**config.mk**
```make
export PLATFORM = sky130hd
export DESIGN_NAME = uart_rx_cfg
export DESIGN_NICKNAME = d
export VERILOG_FILES = /design/src/rtl/uart_rx_cfg.sv
export SDC_FILE = /design/constraint.sdc
export NUM_CORES = 1
export LEC_CHECK = 0
export BUFFER_PORTS_ARGS = -buffer_cell sky130_fd_sc_hd__buf_2
export CAP_MARGIN = 20
export CORE_ASPECT_RATIO = 1.75
export CORE_MARGIN = 1
export CORE_UTILIZATION = 35
export DETAILED_ROUTE_END_ITERATION = 7
export MAX_ROUTING_LAYER = met4
export SYNTH_ARGS = -nofsm -noshare
export SYNTH_HDL_FRONTEND = slang
export SYNTH_SLANG_ARGS = --single-unit
```
**constraint.sdc**
```tcl
create_clock -name clk -period 2.9 [get_ports clk]
set_input_delay 0.58 -clock clk [delete_from_list [all_inputs] [get_ports clk]]
set_output_delay 0.58 -clock clk [all_outputs]
set_load 0.02 [all_outputs]
```
**src/rtl/uart_rx_cfg.sv**
```systemverilog
// Configurable UART receiver: 16x oversampling, 3-sample majority vote, parity/framing/break
// detection, and a valid/ready holding register with a sticky overrun flag.
module uart_rx_cfg #(
   parameter int unsigned CLK_FREQ  = 50000000,
   parameter int unsigned BAUD_RATE = 115200,
   parameter int unsigned DATA_BITS = 8,
   parameter int unsigned PARITY    = 0,
   parameter int unsigned STOP_BITS = 1
) (
   input  logic                 clk,
   input  logic                 rst,
   input  logic                 rx,
   output logic [DATA_BITS-1:0] rx_data,
   output logic                 rx_valid,
   input  logic                 rx_ready,
   output logic                 parity_err,
   output logic                 frame_err,
   output logic                 break_det,
   output logic                 overrun,
   input  logic                 overrun_clr
);

   localparam int unsigned DIV_RAW = CLK_FREQ / (BAUD_RATE * 16);
   localparam int unsigned DIV     = (DIV_RAW == 0) ? 1 : DIV_RAW;
   localparam int unsigned DIV_W   = (DIV > 1) ? $clog2(DIV) : 1;

   localparam logic [2:0] StIdle    = 3'd0;
   localparam logic [2:0] StStart   = 3'd1;
   localparam logic [2:0] StData    = 3'd2;
   localparam logic [2:0] StPar     = 3'd3;
   localparam logic [2:0] StStop    = 3'd4;
   localparam logic [2:0] StBrkWait = 3'd5;

   logic [1:0]           r_sync;
   logic [2:0]           r_state;
   logic [DIV_W-1:0]     r_div;
   logic [3:0]           r_s;
   logic [1:0]           r_smp;
   logic [3:0]           r_bit_cnt;
   logic                 r_stop_cnt;
   logic [DATA_BITS-1:0] r_shift;
   logic                 r_par_bit;
   logic                 r_frame;
   logic                 r_brk_cand;
   logic [DATA_BITS-1:0] r_rx_data;
   logic                 r_valid;
   logic                 r_perr;
   logic                 r_ferr;
   logic                 r_brk;
   logic                 r_overrun;

   logic w_rx_s;
   logic w_tick;
   logic w_mid;
   logic w_end;
   logic w_vote;
   logic w_last_stop;
   logic w_done;
   logic w_brk;
   logic w_ferr;
   logic w_ones_odd;
   logic w_perr;

   assign w_rx_s      = r_sync[1];
   assign w_tick      = (r_state != StIdle) && (r_div == DIV_W'(DIV - 1));
   assign w_mid       = w_tick && (r_s == 4'd9);
   assign w_end       = w_tick && (r_s == 4'd15);
   assign w_vote      = (r_smp[0] & r_smp[1]) | (r_smp[0] & w_rx_s) | (r_smp[1] & w_rx_s);
   assign w_last_stop = (r_stop_cnt == 1'(STOP_BITS - 1));
   assign w_done      = (r_state == StStop) && w_mid && w_last_stop;
   // The first stop vote is live during stop bit 0 and folded into r_brk_cand afterwards.
   assign w_brk       = r_brk_cand & (r_stop_cnt | ~w_vote);
   assign w_ferr      = r_frame | ~w_vote | w_brk;
   assign w_ones_odd  = (^r_shift) ^ r_par_bit;
   assign w_perr      = (PARITY == 1) ? ~w_ones_odd : (PARITY == 2) ? w_ones_odd : 1'b0;

   always_ff @(posedge clk or negedge rst) begin
      if (!rst) r_sync <= 2'b11;
      else      r_sync <= {r_sync[0], rx};
   end

   always_ff @(posedge clk or negedge rst) begin
      if (!rst) begin
         r_div <= '0;
         r_s   <= '0;
         r_smp <= 2'b11;
      end else begin
         if (r_state == StIdle) begin
            r_div <= '0;
            r_s   <= '0;
         end else if (w_tick) begin
            r_div <= '0;
            r_s   <= r_s + 4'd1;
         end else begin
            r_div <= r_div + 1'b1;
         end
         if (w_tick && r_s == 4'd7) r_smp[0] <= w_rx_s;
         if (w_tick && r_s == 4'd8) r_smp[1] <= w_rx_s;
      end
   end

   always_ff @(posedge clk or negedge rst) begin
      if (!rst) begin
         r_state    <= StIdle;
         r_bit_cnt  <= '0;
         r_stop_cnt <= 1'b0;
         r_shift    <= '0;
         r_par_bit  <= 1'b0;
         r_frame    <= 1'b0;
         r_brk_cand <= 1'b0;
      end else begin
         unique case (r_state)
            StIdle: begin
               r_bit_cnt  <= '0;
               r_stop_cnt <= 1'b0;
               r_frame    <= 1'b0;
               r_brk_cand <= 1'b1;
               r_par_bit  <= 1'b0;
               if (!w_rx_s) r_state <= StStart;
            end
            StStart: begin
               if (w_mid && w_vote) r_state <= StIdle;
               else if (w_end)      r_state <= StData;
            end
            StData: begin
               if (w_mid) begin
                  r_shift <= {w_vote, r_shift[DATA_BITS-1:1]};
                  if (w_vote) r_brk_cand <= 1'b0;
               end
               if (w_end) begin
                  if (r_bit_cnt == 4'(DATA_BITS - 1)) r_state <= (PARITY != 0) ? StPar : StStop;
                  else r_bit_cnt <= r_bit_cnt + 4'd1;
               end
            end
            StPar: begin
               if (w_mid) begin
                  r_par_bit <= w_vote;
                  if (w_vote) r_brk_cand <= 1'b0;
               end
               if (w_end) r_state <= StStop;
            end
            StStop: begin
               if (w_mid) begin
                  if (!w_vote) r_frame <= 1'b1;
                  if (!r_stop_cnt) r_brk_cand <= r_brk_cand & ~w_vote;
                  // Finish mid-stop-bit so the next start edge is never missed.
                  if (w_last_stop) r_state <= w_brk ? StBrkWait : StIdle;
               end else if (w_end) begin
                  r_stop_cnt <= 1'b1;
               end
            end
            StBrkWait: begin
               if (w_rx_s) r_state <= StIdle;
            end
            default: r_state <= StIdle;
         endcase
      end
   end

   always_ff @(posedge clk or negedge rst) begin
      if (!rst) begin
         r_rx_data <= '0;
         r_valid   <= 1'b0;
         r_perr    <= 1'b0;
         r_ferr    <= 1'b0;
         r_brk     <= 1'b0;
         r_overrun <= 1'b0;
      end else begin
         if (w_done && (!r_valid || rx_ready)) begin
            r_rx_data <= w_brk ? '0 : r_shift;
            r_perr    <= w_perr;
            r_ferr    <= w_ferr;
            r_brk     <= w_brk;
            r_valid   <= 1'b1;
         end else if (r_valid && rx_ready) begin
            r_valid <= 1'b0;
         end
         if (w_done && r_valid && !rx_ready) r_overrun <= 1'b1;
         else if (overrun_clr)                r_overrun <= 1'b0;
      end
   end

   assign rx_data    = r_rx_data;
   assign rx_valid   = r_valid;
   assign parity_err = r_perr;
   assign frame_err  = r_ferr;
   assign break_det  = r_brk;
   assign overrun    = r_overrun;

endmodule
```
==> flow_summary.json <==
{
  "cp.arrival_ns": 2.25,
  "clockBufferDepth": 2,
  "die_h_um": 103,
  "final-hold-violation-count": 0,
  "vdd_drop_max_v": 0.000175,
  "gp_congestion": 0.828,
  "slew_viol_final": 0,
  "synth_fp_nets": 192,
  "netlist_top_cells_area": "dfrtp_1 (48%), mux2_2 (6.6%), dfstp_2 (5.2%), ha_1 (3.7%), a22o_1 (3.4%)",
  "p_clk_frac": 0.394,
  "antenna_cells": 0,
  "path_cells": "inv_1 > ha_1 > and4b_1 > nand3_1 > nor3_2 > a22oi_1",
  "rsz0062_at_grt": "false",
  "netSwitchingPower_uw": 244,
  "clock-sinks": 43,
  "postCtsSetupRepairBufs": 0,
  "synthCells": 181,
  "crit_start": "r_div[0]$_DFF_PN0_",
  "slowest_stage": "nor3_2",
  "startpoint_type": "flop",
  "grt_use_total": 0.143,
  "finClkSkew_ns": 0.00804,
  "clock.fmax_mhz": 477,
  "initial_core_util": 0.364,
  "fin_crit_ns": 2.10,
  "drive_above_1_share": 0.234,
  "total_leakage_power_nw": 1.07,
  "clkTransAtPathRegs_ns": 0.09,
  "avgSynthCellArea_sq_um": 11.2,
  "dr.pass1.iters": 4,
  "layout_setup_ws_ns": 0.802,
  "critPathBufInv": 1,
  "std_cell_rows": 36,
  "synth_cell_types": 46,
  "coreArea_sq_um": 5590,
  "cp_top_family": "simple AND/OR/NAND/NOR gates",
  "antenna_left": 0,
  "synth_common_cells": "dfrtp_1 (39), nand2_1 (13), mux2_2 (12)",
  "drtIter0Drc": 90,
  "n_fill_cell": 555,
  "grt_max_degree": 44,
  "hpwl_um": 2680,
  "internal-power_uw": 776,
  "portBuffers": 16,
  "yosysMostFrequentCell": "dfrtp_1",
  "power_density_nw_per_um2": 447,
  "setup_tns_ns": 0,
  "cts_hold_buffers": 0,
  "max_stage_delay_ns": 0.54,
  "final_util": 0.408,
  "dp_slack_ns": 0.799,
  "crit_path_end_kind": "flop",
  "p_comb_frac": 0.014,
  "grt_antenna_before_repair": 0,
  "ys_warn_count": 0,
  "drc_errors": 0,
  "fin_crit_sh": 0.724,
  "critPathMaxFanout": 10,
  "cts.root.buffer_cell": "clkbuf_8",
  "hp-start": "r_sync[0]$_DFF_PN1_",
  "cp.required_ns": 3.05,
  "ys.flop_type": "dfrtp_1",
  "maxCapViolCount": 0,
  "synth_edf_count": 0,
  "worstMarginPinSlew_ns": 0.936,
  "seq_area_frac_synth": 0.531,
  "die_w_um": 59.6,
  "cts_tree": "done",
  "switching_share": 0.239,
  "fin_nets": 211,
  "async_reset_ff_frac": 1.00,
  "synth_seq_cells": 43,
  "relSlewSlack": 0.376,
  "cts_made_buffers": 5,
  "grt_pass1_vias": 1416,
  "synth_top_area_frac": 0.480,
  "clock_latency_ns": 0.31,
  "htree_levels": 2,
  "gr-total-overflow": 0,
  "cts_resized": 0,
  "critPathKind": "flop to flop",
  "grt_pass1_wl_um": 6440,
  "die_area_sq_um": 6130,
  "status": "complete, no violations",
  "avgRoutedWirePerCell_um": 13.7,
  "wl_um": 3780,
  "finalSetupViolCount": 0,
  "syn_area_sq_um": 2030,
  "r2r-start": "r_div[0]$_DFF_PN0_",
  "io_pins": 18,
  "num_vias": 1438,
  "hp-class": "flop to flop",
  "syn_to_final_growth_pct": 12.1,
  "avgViaCountPerCell": 5.19,
  "seqPwrFrac": 0.591,
  "synth_top_area_cell": "dfrtp_1"
}
[worst register-to-register path, cell delays in order (launching register included)]
cell and delay [ns]:
dfrtp_1 0.41, inv_1 0.07, ha_1 0.16, and4b_1 0.41, nand3_1 0.21, nor3_2 0.54
a22oi_1 0.14
[cell usage in the layout (no fill, tap or decap), types with 3 or more instances in the layout]
cell and n:
a31oi_1 5, nor2_1 11, ha_1 6, mux2_2 12
dfrtp_1 39, nand4_1 4, nand2b_1 3, a22o_1 8
and3_1 3, nand3_1 9, inv_1 11, xor2_1 4
nand2_1 13, clkbuf_8 5, a21oi_1 5, o21ai_0 4
nand3b_1 3, buf_2 16, dfstp_2 4
[cells by family (layout without fill, tap and decap cells)]
group           after synthesis  count (layout)  share of synthesized area
other cells                   1               1                    0.00184
xor+xnor                      5               5                     0.0215
fa+ha+maj                     7               7                     0.0418
buf+inv                      17              37                     0.0381
mux                          13              13                     0.0713
compound gates               32              32                      0.111
flops                        43              43                      0.531
simple gates                 63              63                      0.183
[worst paths after layout]
| check | end | slack [ns] | cells after the start |
|---|---|---|---|
| setup / recovery | frame_err$_DFFE_PN0P_ | 0.80 | 6 |
| setup reg to reg | frame_err$_DFFE_PN0P_ | 0.80 | 6 |
| hold reg to reg | r_sync[1]$_DFF_PN1_ | 0.36 | 0 |
| min in group asynchronous | r_state[2]$_DFFE_PN0P_ | 0.40 | 1 |
| hold / removal | r_sync[1]$_DFF_PN1_ | 0.36 | 0 |
| max in group asynchronous | r_shift[5]$_DFFE_PN0P_ | 1.91 | 1 |
[layer usage]
metal,vias to the layer above,GRT usage,wire length (um)
li1,684,-,-
met1,709,0.145,1510
met5,-,-,0
met4,0,0.0930,149
met3,13,0.0238,111
met2,32,0.249,2010
[power by group through the flow]
stage | Clock [mW] | Sequential (mW) | Combinational (mW)
after CTS | 0.412 | 0.603 | 0.0163
after detailed placement | 0 | 0.615 | 0.0162
after floorplan | 0 | 0.614 | 0.00239
final | 0.402 | 0.603 | 0.0147
after global placement | 0 | 0.615 | 0.0158
after global routing | 0.438 | 0.604 | 0.0179
[sequential cells by signal (all words and copies together), names as in the netlist]
signal,count
frame_err,1
r_div,5
r_shift,8
r_s,4
r_stop_cnt,1
break_det,1
rx_data,8
rx_valid,1
r_brk_cand,1
r_smp,2
r_sync,2
r_bit_cnt,4
r_frame,1
overrun,1
r_state,3
[final cells by class]
cell class                 instances  area (sq um)  area share
inverter                          11          41.3      0.0181
tap                               76          95.1      0.0417
sequential                        43          1080       0.474
clock buffer                       5          68.8      0.0302
clock inverter                     3          23.8      0.0104
multi-input combinational        121           876       0.384
timing repair buffer              18          95.1      0.0417
[metrics by stage]
step	area [sq um]	power (mW)	hold slack, ns	cells
2_1_floorplan	2030	0.617	0.284	181
3_3_place_gp	2190	0.631	0.346	269
3_5_place_dp	2190	0.631	0.347	269
4_1_cts	2280	1.03	0.360	277
5_1_grt	2280	1.06	0.361	277
6_report	2280	1.02	0.358	277
Power figures use the tool's default switching activity.
